### config.mk
export PLATFORM = sky130hd
export DESIGN_NAME = mem_port_arbiter
export DESIGN_NICKNAME = d
export VERILOG_FILES = /design/src/rtl/mem_arb_pkg.sv /design/src/rtl/mem_arb_starve_cnt.sv /design/src/rtl/mem_port_arbiter.sv
export SDC_FILE = /design/constraint.sdc
export NUM_CORES = 1
export LEC_CHECK = 0
export CAP_MARGIN = 20
export CELL_PAD_IN_SITES_DETAIL_PLACEMENT = 0
export CELL_PAD_IN_SITES_GLOBAL_PLACEMENT = 1
export CORE_MARGIN = 2
export CORE_UTILIZATION = 25
export CTS_CLUSTER_DIAMETER = 200
export DETAILED_ROUTE_END_ITERATION = 12
export HOLD_SLACK_MARGIN = 0.12
export PLACE_DENSITY = 0.78
export REMOVE_ABC_BUFFERS = 1
export SLEW_MARGIN = 20
export SYNTH_ARGS = -nofsm -noshare
export SYNTH_HDL_FRONTEND = slang
export SYNTH_HIERARCHICAL = 1
export SYNTH_SLANG_ARGS = --single-unit
export TNS_END_PERCENT = 5
### constraint.sdc
create_clock -name clk -period 2.4 [get_ports clk]
set_clock_uncertainty 0.2 [all_clocks]
set_input_delay 0.48 -clock clk [delete_from_list [all_inputs] [get_ports clk]]
set_output_delay 0.48 -clock clk [all_outputs]
set_load 0.02 [all_outputs]
### src/rtl/mem_arb_pkg.sv
// mem_arb_pkg
//   Shared types for the shared memory port arbiter.
//   - arb_state_e : per-cycle arbitration result (IDLE / GNT_I / GNT_D)
//   - REQ_I/REQ_D : owner encodings used in the response tag
//   - rsp_tag_t   : response tag captured at grant, consumed the next cycle
//   Optional feature macro used by the arbiter: MEM_ARB_RR_EN (round-robin ties).
package mem_arb_pkg;

  typedef enum logic [1:0] {
    IDLE  = 2'd0,
    GNT_I = 2'd1,
    GNT_D = 2'd2
  } arb_state_e;

  localparam logic REQ_I = 1'b0;
  localparam logic REQ_D = 1'b1;

  typedef struct packed {
    logic owner;
    logic is_read;
  } rsp_tag_t;

endpackage

### src/rtl/mem_arb_starve_cnt.sv
// mem_arb_starve_cnt
//   Saturating count of consecutive D grants while the fetch side waits.
//   Ports:
//     clk, reset : clock, synchronous active-high reset
//     inc        : count one more D grant that overtook a waiting fetch
//     clr        : clear (fetch granted or no fetch pending); wins over inc
//     sat        : counter has reached MAX_WAIT, fetch must win the next tie
//   Not used when MEM_ARB_RR_EN is defined.
module mem_arb_starve_cnt #(
  parameter int MAX_WAIT = 4
) (
  input  logic clk,
  input  logic reset,
  input  logic inc,
  input  logic clr,
  output logic sat
);

  localparam int CW = $clog2(MAX_WAIT + 1);
  localparam logic [CW-1:0] MAX_CNT = CW'(MAX_WAIT);

  logic [CW-1:0] cnt_d, cnt_q;

  // Next count: clear dominates, increment stops at MAX_CNT.
  always_comb begin
    cnt_d = cnt_q;
    if (clr) begin
      cnt_d = '0;
    end else if (inc && (cnt_q != MAX_CNT)) begin
      cnt_d = cnt_q + 1'b1;
    end
  end

  // Counter register.
  always_ff @(posedge clk) begin
    if (reset) begin
      cnt_q <= '0;
    end else begin
      cnt_q <= cnt_d;
    end
  end

  assign sat = (cnt_q == MAX_CNT);

endmodule

### src/rtl/mem_port_arbiter.sv
// mem_port_arbiter
//   Shares one synchronous memory port between instruction fetch (I) and
//   load/store (D). At most one access per cycle; read data returns the
//   cycle after the grant, directly from mem_rd, to the owning requester.
//   Ports:
//     clk, reset                 : clock, synchronous active-high reset
//     i_req/i_adr                : fetch request, held until i_gnt
//     i_gnt/i_rvalid/i_rdata     : fetch grant pulse, data-valid pulse, data
//     d_req/d_adr/d_wd/d_we      : load/store request, held until d_gnt
//     d_gnt/d_rvalid/d_rdata     : data grant pulse, load-valid pulse, data
//     mem_adr/mem_wd/mem_we      : memory port driven from the winner
//     mem_rd                     : memory read data, one cycle after address
//   Configuration macro MEM_ARB_RR_EN: when defined, ties go to the side not
//   granted last; otherwise D wins ties unless fetch has waited MAX_WAIT grants.
module mem_port_arbiter
  import mem_arb_pkg::*;
#(
  parameter int DATA_WIDTH = 32,
  parameter int ADDR_WIDTH = 10,
  parameter int MAX_WAIT   = 4
) (
  input  logic                  clk,
  input  logic                  reset,
  input  logic                  i_req,
  input  logic [ADDR_WIDTH-1:0] i_adr,
  output logic                  i_gnt,
  output logic                  i_rvalid,
  output logic [DATA_WIDTH-1:0] i_rdata,
  input  logic                  d_req,
  input  logic [ADDR_WIDTH-1:0] d_adr,
  input  logic [DATA_WIDTH-1:0] d_wd,
  input  logic                  d_we,
  output logic                  d_gnt,
  output logic                  d_rvalid,
  output logic [DATA_WIDTH-1:0] d_rdata,
  output logic [ADDR_WIDTH-1:0] mem_adr,
  output logic [DATA_WIDTH-1:0] mem_wd,
  output logic                  mem_we,
  input  logic [DATA_WIDTH-1:0] mem_rd
);

  arb_state_e            state_d, state_q;
  rsp_tag_t              tag_d, tag_q;
  logic [DATA_WIDTH-1:0] i_rdata_q, d_rdata_q;
  logic                  tie_to_i;

`ifdef MEM_ARB_RR_EN
  logic last_d, last_q;

  // Round-robin: on a tie the side that did not win most recently goes next.
  assign tie_to_i = (last_q == REQ_D);

  // Remember the owner of the latest real grant; idle cycles keep it.
  always_comb begin
    last_d = last_q;
    if (state_d == GNT_I) begin
      last_d = REQ_I;
    end else if (state_d == GNT_D) begin
      last_d = REQ_D;
    end
  end

  always_ff @(posedge clk) begin
    if (reset) begin
      last_q <= REQ_I;
    end else begin
      last_q <= last_d;
    end
  end
`else
  logic starve_sat;

  // Counts D grants that overtook a waiting fetch; once saturated the
  // fetch takes the next tie, which also clears the count.
  mem_arb_starve_cnt #(
    .MAX_WAIT (MAX_WAIT)
  ) u_starve_cnt (
    .clk   (clk),
    .reset (reset),
    .inc   (d_gnt & i_req),
    .clr   (i_gnt | ~i_req),
    .sat   (starve_sat)
  );

  assign tie_to_i = starve_sat;
`endif

  // Winner select for this cycle. Reset suppresses any grant immediately
  // so nothing reaches memory while reset is held.
  always_comb begin
    state_d = IDLE;
    if (!reset) begin
      if (i_req && d_req) begin
        state_d = tie_to_i ? GNT_I : GNT_D;
      end else if (i_req) begin
        state_d = GNT_I;
      end else if (d_req) begin
        state_d = GNT_D;
      end
    end
  end

  // Grant pulses and memory port mux; an idle port drives zeros.
  always_comb begin
    i_gnt   = (state_d == GNT_I);
    d_gnt   = (state_d == GNT_D);
    mem_adr = '0;
    mem_wd  = '0;
    mem_we  = 1'b0;
    if (state_d == GNT_I) begin
      mem_adr = i_adr;
    end else if (state_d == GNT_D) begin
      mem_adr = d_adr;
      mem_wd  = d_wd;
      mem_we  = d_we;
    end
  end

  // Response tag: who owns next cycle's mem_rd and whether it is a read.
  always_comb begin
    tag_d.owner   = (state_d == GNT_D) ? REQ_D : REQ_I;
    tag_d.is_read = (state_d == GNT_I) || ((state_d == GNT_D) && !d_we);
  end

  // rvalid comes from last cycle's tag; reset in the return cycle drops it.
  assign i_rvalid = !reset && (state_q != IDLE) && tag_q.is_read && (tag_q.owner == REQ_I);
  assign d_rvalid = !reset && (state_q != IDLE) && tag_q.is_read && (tag_q.owner == REQ_D);

  // Read data passes straight through in the return cycle and is held after.
  assign i_rdata = i_rvalid ? mem_rd : i_rdata_q;
  assign d_rdata = d_rvalid ? mem_rd : d_rdata_q;

  // Arbitration state, response tag and held read data.
  always_ff @(posedge clk) begin
    if (reset) begin
      state_q   <= IDLE;
      tag_q     <= '0;
      i_rdata_q <= '0;
      d_rdata_q <= '0;
    end else begin
      state_q   <= state_d;
      tag_q     <= tag_d;
      i_rdata_q <= i_rdata;
      d_rdata_q <= d_rdata;
    end
  end

endmodule
### After elaboration in Yosys (flattened, before gate mapping)

Index checks and enable logic that the tools add are counted.

| word-level totals | value |
|---|---|
| bits of input ports | 89 |
| register bits after elaboration | 71 |
| memories | 0 |
| memory bits (writable) | 0 |
| output and inout bits | 111 |
| bits in latches | 0 |
| ROM bits | 0 |

| cells by class | value |
|---|---|
| divide/modulo/power cells | 0 |
| equal/unequal tests | 4 |
| bitwise logic cells | 4 |
| add/sub/neg operators | 1 |
| mux-type cells | 14 |
| reductions and logical operators | 12 |
| order comparisons | 0 |
| $mul | 0 |
| shift operators | 0 |

Operators by type and width:

| kind | count |
|---|---|
| $mux 32 | 4 |
| $mux 10 | 2 |
| $mux 2 | 5 |
| $logic_and 1x1->1 | 7 |
| $add 3x1->3 const B | 1 |
| $eq 3x3->1 const B | 1 |
| $mux 1 | 3 |
| $ne 3x3->1 const B | 1 |
| $eq 2x1->1 const B | 1 |
| $eq 2x2->1 const B | 1 |
| $logic_not 1->1 | 2 |
| $not 1->1 | 2 |
| $reduce_bool 2->1 | 1 |
| $reduce_or 2->1 | 1 |
| $and 1x1->1 | 1 |
| $logic_or 1x1->1 | 1 |
| $or 1x1->1 | 1 |

### Depth between registers and ports, before layout

Gate-level depths: netlist of the first run.

| logic depth | value |
|---|---|
| depth in word-level cells | 7 |
| mapped depth | 8 |
| mapped depth without buffers | 8 |

### Modules after synthesis

Netlist of the first run, hierarchy kept.

Modules (own cells, without submodules):

| module | cells an instance | area each (µm²) | seq. area each (µm²) | instances |
|---|---|---|---|---|
| mem_port_arbiter | 428 | 3593.4 | 1361.3 | 1 |
| mem_arb_starve_cnt | 18 | 187.7 | 60.1 | 1 |

### Worst setup path before layout of the first run

OpenSTA, ideal clock, no wires.

| timing | value |
|---|---|
| path type | reg-to-output |
| from | register u_starve_cnt.cnt_q[0] |
| to | output port mem_adr[0] |
| arrival time | 1.678 ns |
| cell stages (with the launch flop) | 8 |
| setup slack | 0.042 ns |
| path buffers | 1 |
| path through | dfxtp_1 inv_1 ha_1 and2_1 inv_1 a211oi_1 buf_2 a22o_1 |

RTL lines:

| what | RTL line | RTL |
|---|---|---|
| start: declaration | mem_arb_starve_cnt.sv:22 | `logic [CW-1:0] cnt_d, cnt_q;` |
| start signal: assignment | mem_arb_starve_cnt.sv:39 | `cnt_q <= cnt_d;` |
| $eq 3x3->1 | mem_arb_starve_cnt.sv:43 | `assign sat = (cnt_q == MAX_CNT);` |
| net starve_sat | mem_port_arbiter.sv:71 | `logic starve_sat;` |
| $mux 2 | mem_port_arbiter.sv:94 | `state_d = tie_to_i ? GNT_I : GNT_D;` |
| $mux 2 | mem_port_arbiter.sv:93 | `if (i_req && d_req) begin` |
| $mux 2 | mem_port_arbiter.sv:92 | `if (!reset) begin` |
| $eq 2x1->1 | n/a |  |
| net i_gnt | mem_port_arbiter.sv:26 | `output logic i_gnt,` |
| $mux 10 | mem_port_arbiter.sv:110 | `if (state_d == GNT_I) begin` |
| end: declaration | mem_port_arbiter.sv:36 | `output logic [ADDR_WIDTH-1:0] mem_adr,` |

The timed path passes the listed nets, and every way through them passes these cells.

### Worst setup path after layout of the first run

| timing | value |
|---|---|
| from | register u_starve_cnt.cnt_q[0] |
| to | output port mem_adr[6] |

| between the ends | value |
|---|---|
| cells in the longest elaborated chain, start to end | 7 |

Ends and longest elaborated chain:

| what | RTL line | RTL |
|---|---|---|
| $eq 3x3->1 (*) | mem_arb_starve_cnt.sv:43 |  |
| net starve_sat | mem_port_arbiter.sv:71 |  |
| $mux 2 (*) | mem_port_arbiter.sv:94 |  |
| $mux 2 (*) | mem_port_arbiter.sv:93 |  |
| $mux 2 (*) | mem_port_arbiter.sv:92 |  |
| $eq 2x2->1 | mem_port_arbiter.sv:112 | `end else if (state_d == GNT_D) begin` |
| $mux 10 | mem_port_arbiter.sv:112 |  |
| $mux 10 (*) | mem_port_arbiter.sv:110 |  |

The timed path passes the listed nets; every way through them passes the cells marked *.

==> impl_metrics.tcl, run 1 <==
set metrics [dict create \
    setup_ws_ns -0.0471 \
    yosys.area_share.simple 0.191 \
    grt_pass1_wl_um 21900 \
    utilization 0.462 \
    dp_slack_ns -0.527 \
    cp_max_fo 6 \
    design.die.area_sq_um 16100 \
    cts.clk_slew.worst_paths_ns 0.06 \
    grt_setup_unrepaired "yes" \
    synth_cell_types 30 \
    yosys.area_share.adder 0.00662 \
    synth.avg_cell_area_sq_um 8.48 \
    drive_above_1_share 0.401 \
    antenna_found_initial 1 \
    syn-instance-count 446 \
    multi_input_area_sq_um 2280 \
    relSlewSlack 0.664 \
    hold_path.class "reg2reg" \
    root_buffer "clkbuf_16" \
    clockBufferDepth 2 \
    avgRoutedWirePerCell_um 16.3 \
    drv_cap 0 \
    violations "setup timing" \
    grt_pass1_vias 4397 \
    cts.sinks 71 \
    regArea_sq_um 1430 \
    ant_nets 0 \
    drt_iter0_markers 226 \
    fillers 1430 \
    vias 4203 \
    first_pass_iters 4 \
    synth_xor_area_frac 0 \
    tns_ns -0.618 \
    finalSetupViolations 42 \
    dpl-instance-area_sq_um 6370 \
    fmax_mhz 409 \
    fin_crit_ns 2.45 \
    core_sq_um 14600 \
    grt_max_degree 49 \
    io_pins 200 \
    yosys_warnings 6 \
    routed_wl_um 14400 \
    synth.area.mux_share 0.197 \
    path_class "reg2out" \
    row_count 44 \
    place_hpwl_um 10400 \
    postLayoutCellArea_sq_um 6770 \
    netlist_area_sq_um 3780 \
    postCtsHoldBufs 0 \
    post-route-period-util 1.02 \
    routabilityCongestion 0.853 \
    crit_path_end_kind "output port" \
    synth_top_family_by_area "multiplexers" \
    clk_latency_ns 0.32 \
    power_density_nw_per_um2 506 \
    num-nets-final 787 \
    gr-total-overflow 0 \
    drc 0 \
    die_h_um 127 \
    hold_viol 0 \
    cp.required_ns 1.72 \
    areaGrowthSynthToFinish_pct 78.9 \
    yosysSeqAreaShare 0.376 \
    numCtsBuffers 9 \
    whs_ns 0.253 \
    slew_violations 0 \
    ys_ff_latch 71 \
    peakVddDrop_mv 0.277 \
    leakage_uw 0.00301 \
    cts_tree "done" \
    cts_max_level 3 \
    fp.dieW_um 127 \
    synth_compound_area_frac 0.176 \
    startpoint_type "flip-flop" \
    status "finished with violations" \
    start_util 0.258 \
    tightestPinTransition_ns 0.504 \
    via_per_inst 4.74 \
    port_buffers 199 \
    crit_arrival_ns 1.77 \
    grt_use_total 0.171 \
]
==> sequential cells by signal, indices dropped and copies added, names as in the netlist <==
signal and cells:
d_rdata_q 32, state_q 2, tag_q 2, u_starve_cnt/cnt_q 3
i_rdata_q 32
==> logic make-up after synthesis <==
group,Yosys count
buf+inv,46
fa+ha+maj,2
mux,66
compound gates,119
flops,71
simple gates,142
==> report_power, final <==
| group | switching (uW) | internal [uW] | leakage [uW] |
|---|---|---|---|
| sequential | 14.3 | 1200 | 0.000577 |
| clock | 499 | 1070 | 0.000176 |
| combinational | 286 | 350 | 0.00226 |
==> placed cells by master (no fill, tap or decap), drive strengths merged, types with 10 or more instances in the layout <==
cell           count
buf              188
clkdlybuf4s50     85
dfxtp             71
a21oi             69
mux2              66
nand2             64
and2              34
nand3             33
o21ai             33
clkbuf            12
a22o              10
==> worst max-delay path, cell delays in order (launching register included) <==
cell	delay, ns
dfxtp_2	0.32
inv_2	0.07
ha_4	0.13
and2_4	0.17
inv_2	0.04
a211oi_2	0.24
buf_4	0.19
a22o_1	0.16
buf_6	0.12
==> timing repair <==
item | in CTS | in global routing
buffers inserted | 6 | 2
endpoints found under the setup margin | 111 | 100
gates cloned | 2 | 1
pin swaps | 6 | 15
resized for setup | 485 | 104
==> worst paths after layout <==
| path | start | to | slack, ns | depth (start not counted) |
|---|---|---|---|---|
| setup / recovery | u_starve_cnt/cnt_q[0] | mem_adr[6] | -0.05 | 8 |
| hold / removal | d_rdata_q[9] | d_rdata_q[9] | 0.25 | 2 |
| setup reg to reg | u_starve_cnt/cnt_q[0] | u_starve_cnt/cnt_q[1] | 0.22 | 10 |
| hold reg to reg | d_rdata_q[9] | d_rdata_q[9] | 0.25 | 2 |
==> through the flow <==
step | power, uW | cells
global placement | 1850 | 858
CTS | 3420 | 882
detailed placement | 1850 | 858
finish | 3420 | 886
floorplan | 1430 | 407
global route | 3570 | 886
==> synth_stat cells, drive strengths merged <==
master / count / share of area
mux2: 66 / 0.20
o211a: 1 / 0.0026
a211oi: 2 / 0.0040
nor4: 1 / 0.0033
inv: 7 / 0.0070
dfxtp: 71 / 0.38
nor3: 3 / 0.0070
nand3: 33 / 0.047
and2: 34 / 0.056
nor3b: 3 / 0.0060
nor2b: 1 / 0.0017
a22o: 10 / 0.023
o21a: 2 / 0.0040
a21oi: 69 / 0.092
buf: 20 / 0.029
o21ai: 33 / 0.045
and4b: 1 / 0.0026
ha: 2 / 0.0066
nand2: 64 / 0.064
clkbuf: 19 / 0.019
a21boi: 1 / 0.0030
nand2b: 2 / 0.0033
o211ai: 1 / 0.0020
==> per-layer routing <==
layer | up-vias | global-route usage | wire [um]
met3 | 12 | 0.0406 | 819
met2 | 165 | 0.327 | 7770
met5 | - | 0 | 0
met1 | 1974 | 0.182 | 5570
li1 | 2052 | - | -
met4 | 0 | 0.0659 | 250
==> final cells by class <==
type	count	share of cell area
antenna	1	0.000370
clock buffer	11	0.0374
clock inverter	5	0.0154
inverter	7	0.00388
multi-input combinational	329	0.337
sequential	71	0.212
tap	184	0.0340
timing repair buffer	278	0.360
(Power assumes the default switching activity.)
==> inputs of run 2 (changes only) <==
--- a/config.mk
+++ b/config.mk
@@ -15,6 +15,7 @@
 export HOLD_SLACK_MARGIN = 0.12
 export PLACE_DENSITY = 0.78
 export REMOVE_ABC_BUFFERS = 1
+export SKIP_LAST_GASP = 1
 export SLEW_MARGIN = 20
 export SYNTH_ARGS = -nofsm -noshare
 export SYNTH_HDL_FRONTEND = slang
==> run 2 against run 1 <==
The run still ends with setup timing left. Setup slack worse by 0.098 ns. Sequential share of layout area is 0.18 points higher. Clock power hardly changed. Non-clock buffer count is 3 higher. Fmax is 3.9% lower. Total power is 1.0% lower. Sequential cell count stayed put. Via count stayed put. Die area stayed put. Cell area is 1.0% lower. Critical endpoint is now d_rdata[7]. Largest power group unchanged. Highest routed layer unchanged.
==> impl_metrics.tcl, run 2 (synthesis results as in run 1) <==
set metrics [dict create \
    setup_ws_ns -0.145 \
    layout_commonest_cell "clkdlybuf4s50_1" \
    finalSetupViolations 105 \
    regArea_sq_um 1430 \
    grt_max_degree 49 \
    cpMaxStageDelayCell "dfxtp_2" \
    fin_crit_ns 2.55 \
    slew_violations 0 \
    dp_slack_ns -0.527 \
    multi_input_area_sq_um 2190 \
    cp.required_ns 1.72 \
    fmax_mhz 393 \
    ant_nets 0 \
    port_buffers 199 \
    antenna_found_initial 1 \
    die_h_um 127 \
    cts.clk_slew.worst_paths_ns 0.05 \
    clockBufferDepth 2 \
    row_count 44 \
    drv_cap 0 \
    path_cells "o21a_1 -> nand3_4 -> clkbuf_16 -> mux2_1 -> dlygate4sd2_1" \
    grt_use_total 0.170 \
    power_density_nw_per_um2 506 \
    cpPeakStageDelay_ns 0.33 \
    io_pins 200 \
    gr-total-overflow 0 \
    first_pass_iters 4 \
    routed_wl_um 14500 \
    grt_pass1_vias 4406 \
    tightestPinTransition_ns 0.511 \
    postCtsHoldBufs 0 \
    grt_pass1_wl_um 21800 \
    post-route-period-util 1.06 \
    cp_max_fo 9 \
    fin_cells 889 \
    cts.sinks 71 \
    violations "setup timing" \
    utilization 0.457 \
    place_hpwl_um 10400 \
    vias 4203 \
    reg_top3 "d_rdata_q: 32 flops, i_rdata_q: 32 flops, u_starve_cnt/cnt_q: 3 flops" \
    crit_arrival_ns 1.87 \
    via_per_inst 4.73 \
    num-nets-final 790 \
    design.die.area_sq_um 16100 \
    areaGrowthSynthToFinish_pct 77.1 \
    path_class "reg2out" \
    p_total_uw 3390 \
    numCtsBuffers 9 \
    fillers 1440 \
    start_util 0.258 \
    drive_above_1_share 0.324 \
    root_buffer "clkbuf_16" \
    hold_viol 0 \
    status "finished with violations" \
    hold_path.class "reg2reg" \
    startpoint_type "flip-flop" \
    grt_setup_unrepaired "yes" \
    whs_ns 0.251 \
    drc 0 \
    drt_iter0_markers 209 \
    relSlewSlack 0.659 \
    peakVddDrop_mv 0.277 \
    leakage_uw 0.00298 \
    routabilityCongestion 0.853 \
    mostFrequentLayoutCells "clkdlybuf4s50_1 (85), buf_4 (75), a21oi_1 (68), dfxtp_1 (65), nand2_1 (64)" \
    dp_cells 858 \
    core_sq_um 14600 \
    crit_path_end_kind "output port" \
    clk_latency_ns 0.32 \
    cts_tree "done" \
    avgRoutedWirePerCell_um 16.3 \
    cts_max_level 3 \
    fp.dieW_um 127 \
]
[run 2: changes by cell type in the layout (fill, tap and decap cells not counted), sizes merged]
cell / before / now
buf: 188 / 114
clkbuf: 12 / 36
clkdlybuf4s15: 0 / 22
dlygate4sd2: 3 / 33
dlymetal6s2s: 1 / 2
[run 2: cell type report]
| cell class | count | area share |
|---|---|---|
| well taps | 184 | 0.0344 |
| clock inverters | 5 | 0.0155 |
| multi-input cells | 329 | 0.327 |
| clock buffers | 11 | 0.0377 |
| repair buffers | 281 | 0.368 |
| diodes | 1 | 0.000374 |
| flip-flops and latches | 71 | 0.213 |
| inverters | 7 | 0.00392 |
[run 2: power breakdown]
part           total [uW]  switching, uW  internal (uW)
clock                1570            501           1070
sequential           1210           13.2           1200
combinational         599            280            320
total                3390            794           2590
[run 2: metal layers]
metal / share of wire / global-route usage
met5: 0 / 0
met1: 0.38 / 0.177
met3: 0.059 / 0.0436
met4: 0.030 / 0.0659
met2: 0.53 / 0.327
[run 2: worst max-delay path: cells and delay by family (launching register included)]
kind            cells  cell delay, ns
mux                 1            0.33
buf+inv             2            0.51
compound gates      1            0.22
simple gates        1            0.15
flops               1            0.33
[run 2: worst paths after layout]
path	startpoint	end	slack, ns	cells after the start
max	state_q[1]	d_rdata[7]	-0.15	5
min	d_rdata_q[9]	d_rdata_q[9]	0.25	2
max reg2reg	u_starve_cnt/cnt_q[0]	u_starve_cnt/cnt_q[1]	0.24	10
min reg2reg	d_rdata_q[9]	d_rdata_q[9]	0.25	2
[run 2: stage by stage]
step	TNS (ns)	instance area [sq um]
finish	-7.65	6700
global route	-15.97	6700
CTS	-16.59	6750
detailed placement	-40.05	6370
global placement	-37.91	6370
floorplan	-37.96	3600
[run 2: repair_timing]
action	4_1_cts	5_1_grt
cloned	2	3
buffers inserted	6	3
endpoints found under the setup margin	111	110
pin swaps	4	3
gates resized for setup	267	68
==> inputs of run 3 (changes only) <==
--- a/config.mk
+++ b/config.mk
@@ -8,6 +8,7 @@
 export CAP_MARGIN = 20
 export CELL_PAD_IN_SITES_DETAIL_PLACEMENT = 0
 export CELL_PAD_IN_SITES_GLOBAL_PLACEMENT = 1
+export CORE_ASPECT_RATIO = 1.4
 export CORE_MARGIN = 2
 export CORE_UTILIZATION = 25
 export CTS_CLUSTER_DIAMETER = 200
==> run 3 against run 2 <==
Critical path depth increased by 1. Via count increased by 0.88%. The flow still finishes with violations (setup timing). Combinational power fell by 1%. Worst hold slack improved by 0.0022 ns. Non-clock buffer count fell by 4. Clock power shrank 17%. Fmax increased by 0.31%. Count of clock-buffer cells in the layout grew 1. Die area about the same. Global-route usage down 0.062 points.
==> impl_metrics.tcl, run 3 (synthesis results as in run 1) <==
set metrics [dict create \
    relSlewSlack 0.321 \
    finalSetupViolations 77 \
    mostFrequentLayoutCells "clkdlybuf4s50_1 (86), a21oi_1 (68), dfxtp_1 (66), nand2_1 (64), buf_4 (64)" \
    cts_max_level 3 \
    crit_end "i_rdata[23]" \
    reg2reg_to "u_starve_cnt/cnt_q[0]" \
    violations "setup timing" \
    fillers 1501 \
    place_hpwl_um 9960 \
    first_pass_iters 4 \
    cts.sinks 71 \
    routed_wl_um 13600 \
    grt_setup_unrepaired "yes" \
    status "finished with violations" \
    fp.dieW_um 108 \
    vias 4240 \
    hold_path.class "reg2reg" \
    drt_iter0_markers 145 \
    port_buffers 199 \
    layout_commonest_cell "clkdlybuf4s50_1" \
    crit_arrival_ns 1.86 \
    post-route-period-util 1.06 \
    slew_violations 0 \
    r2r_start "u_starve_cnt/cnt_q[1]" \
    reg2reg_depth 10 \
    utilization 0.444 \
    regArea_sq_um 1430 \
    peakVddDrop_mv 0.241 \
    num-nets-final 786 \
    gr-total-overflow 0 \
    drive_above_1_share 0.317 \
    core_sq_um 14900 \
    die_h_um 150 \
    hold_viol 0 \
    grt_max_degree 44 \
    crit_path_end_kind "output port" \
    postCtsHoldBufs 0 \
    avgRoutedWirePerCell_um 15.2 \
    clk_latency_ns 0.32 \
    cts_tree "done" \
    fin_crit_ns 2.54 \
    multi_input_area_sq_um 2180 \
    antenna_found_initial 2 \
    power_density_nw_per_um2 468 \
    ant_nets 0 \
    critical_path.startpoint "tag_q[0]" \
    tightestPinTransition_ns 1.02 \
    rrSetupSlack_ns 0.25 \
    startpoint_type "flip-flop" \
    row_count 53 \
    areaGrowthSynthToFinish_pct 75.4 \
    clockBufferDepth 2 \
    drc 0 \
    cts.clk_slew.worst_paths_ns 0.06 \
    grt_pass1_vias 4431 \
    dp_slack_ns -0.518 \
    drv_cap 0 \
    grt_pass1_wl_um 21700 \
    cp_max_fo 10 \
    leakage_uw 0.00293 \
    start_util 0.253 \
    path_class "reg2out" \
    min_from "d_rdata_q[31]" \
    setup_ws_ns -0.138 \
    reg_top3 "d_rdata_q: 32 flops, i_rdata_q: 32 flops, u_starve_cnt/cnt_q: 3 flops" \
    numCtsBuffers 9 \
    routabilityCongestion 0.781 \
    root_buffer "clkbuf_16" \
    whs_ns 0.253 \
    fmax_mhz 394 \
    via_per_inst 4.75 \
    io_pins 200 \
    cp.required_ns 1.72 \
    grt_use_total 0.170 \
    design.die.area_sq_um 16100 \
]
run 3: cell count changes in the layout (fill, tap and decap cells not counted), moves of 4 or more:
cell | before | now
buf_2 | 27 | 51
clkbuf_2 | 23 | 1
buf_4 | 75 | 64
clkdlybuf4s15_1 | 4 | 0
clkdlybuf4s15_2 | 18 | 22
run 3: how the worst min path moves through the flow:
stage	endpoint	slack, ns	depth (start not counted)
floorplan	d_rdata_q[0]	0.23	2
global placement	d_rdata_q[6]	0.24	2
detailed placement	d_rdata_q[2]	0.25	2
CTS	d_rdata_q[2]	0.26	2
global route	d_rdata_q[2]	0.28	2
finish	d_rdata_q[31]	0.25	2
run 3: power by group:
part / switching, uW / internal (uW) / total, uW
clock network: 470 / 828 / 1300
logic: 273 / 319 / 592
registers: 13.9 / 1200 / 1220
total: 756 / 2350 / 3110
run 3: timing repair:
action,in CTS,in global routing
gates resized for setup,348,5
setup endpoints to repair,111,111
buffers inserted,8,1
cloned,5,0
pin swaps,7,1
run 3: final cells by class:
class                      instances  area share
antenna                            1    0.000377
clock buffer                      12      0.0372
clock inverter                     4     0.00679
inverter                           7     0.00396
multi-input combinational        329       0.329
sequential                        71       0.215
tap                              192      0.0362
timing repair buffer             277       0.371
run 3: worst max-delay path, cell delays in order, from the launching register on:
cell	delay [ns]
dfxtp_2	0.36
o21ai_2	0.08
nor3_4	0.19
buf_6	0.16
buf_12	0.14
mux2_2	0.34
clkdlybuf4s15_2	0.25
run 3: stage by stage:
step	setup TNS (ns)	cells	instance area (sq um)	total power, uW
2_1_floorplan	-37.96	407	3600	1430
3_3_place_gp	-35.96	862	6360	1840
3_5_place_dp	-37.77	862	6360	1850
4_1_cts	-10.88	891	6610	3140
5_1_grt	-16.17	892	6630	3240
6_report	-8.47	893	6630	3110
run 3: metal layers:
metal  track usage  part of all wire  vias to the layer above
met4        0.0756             0.034                        2
li1              -                 -                     2058
met2         0.330              0.54                      186
met5             0           0.00051                        -
met3        0.0470             0.080                       28
met1         0.162              0.34                     1966
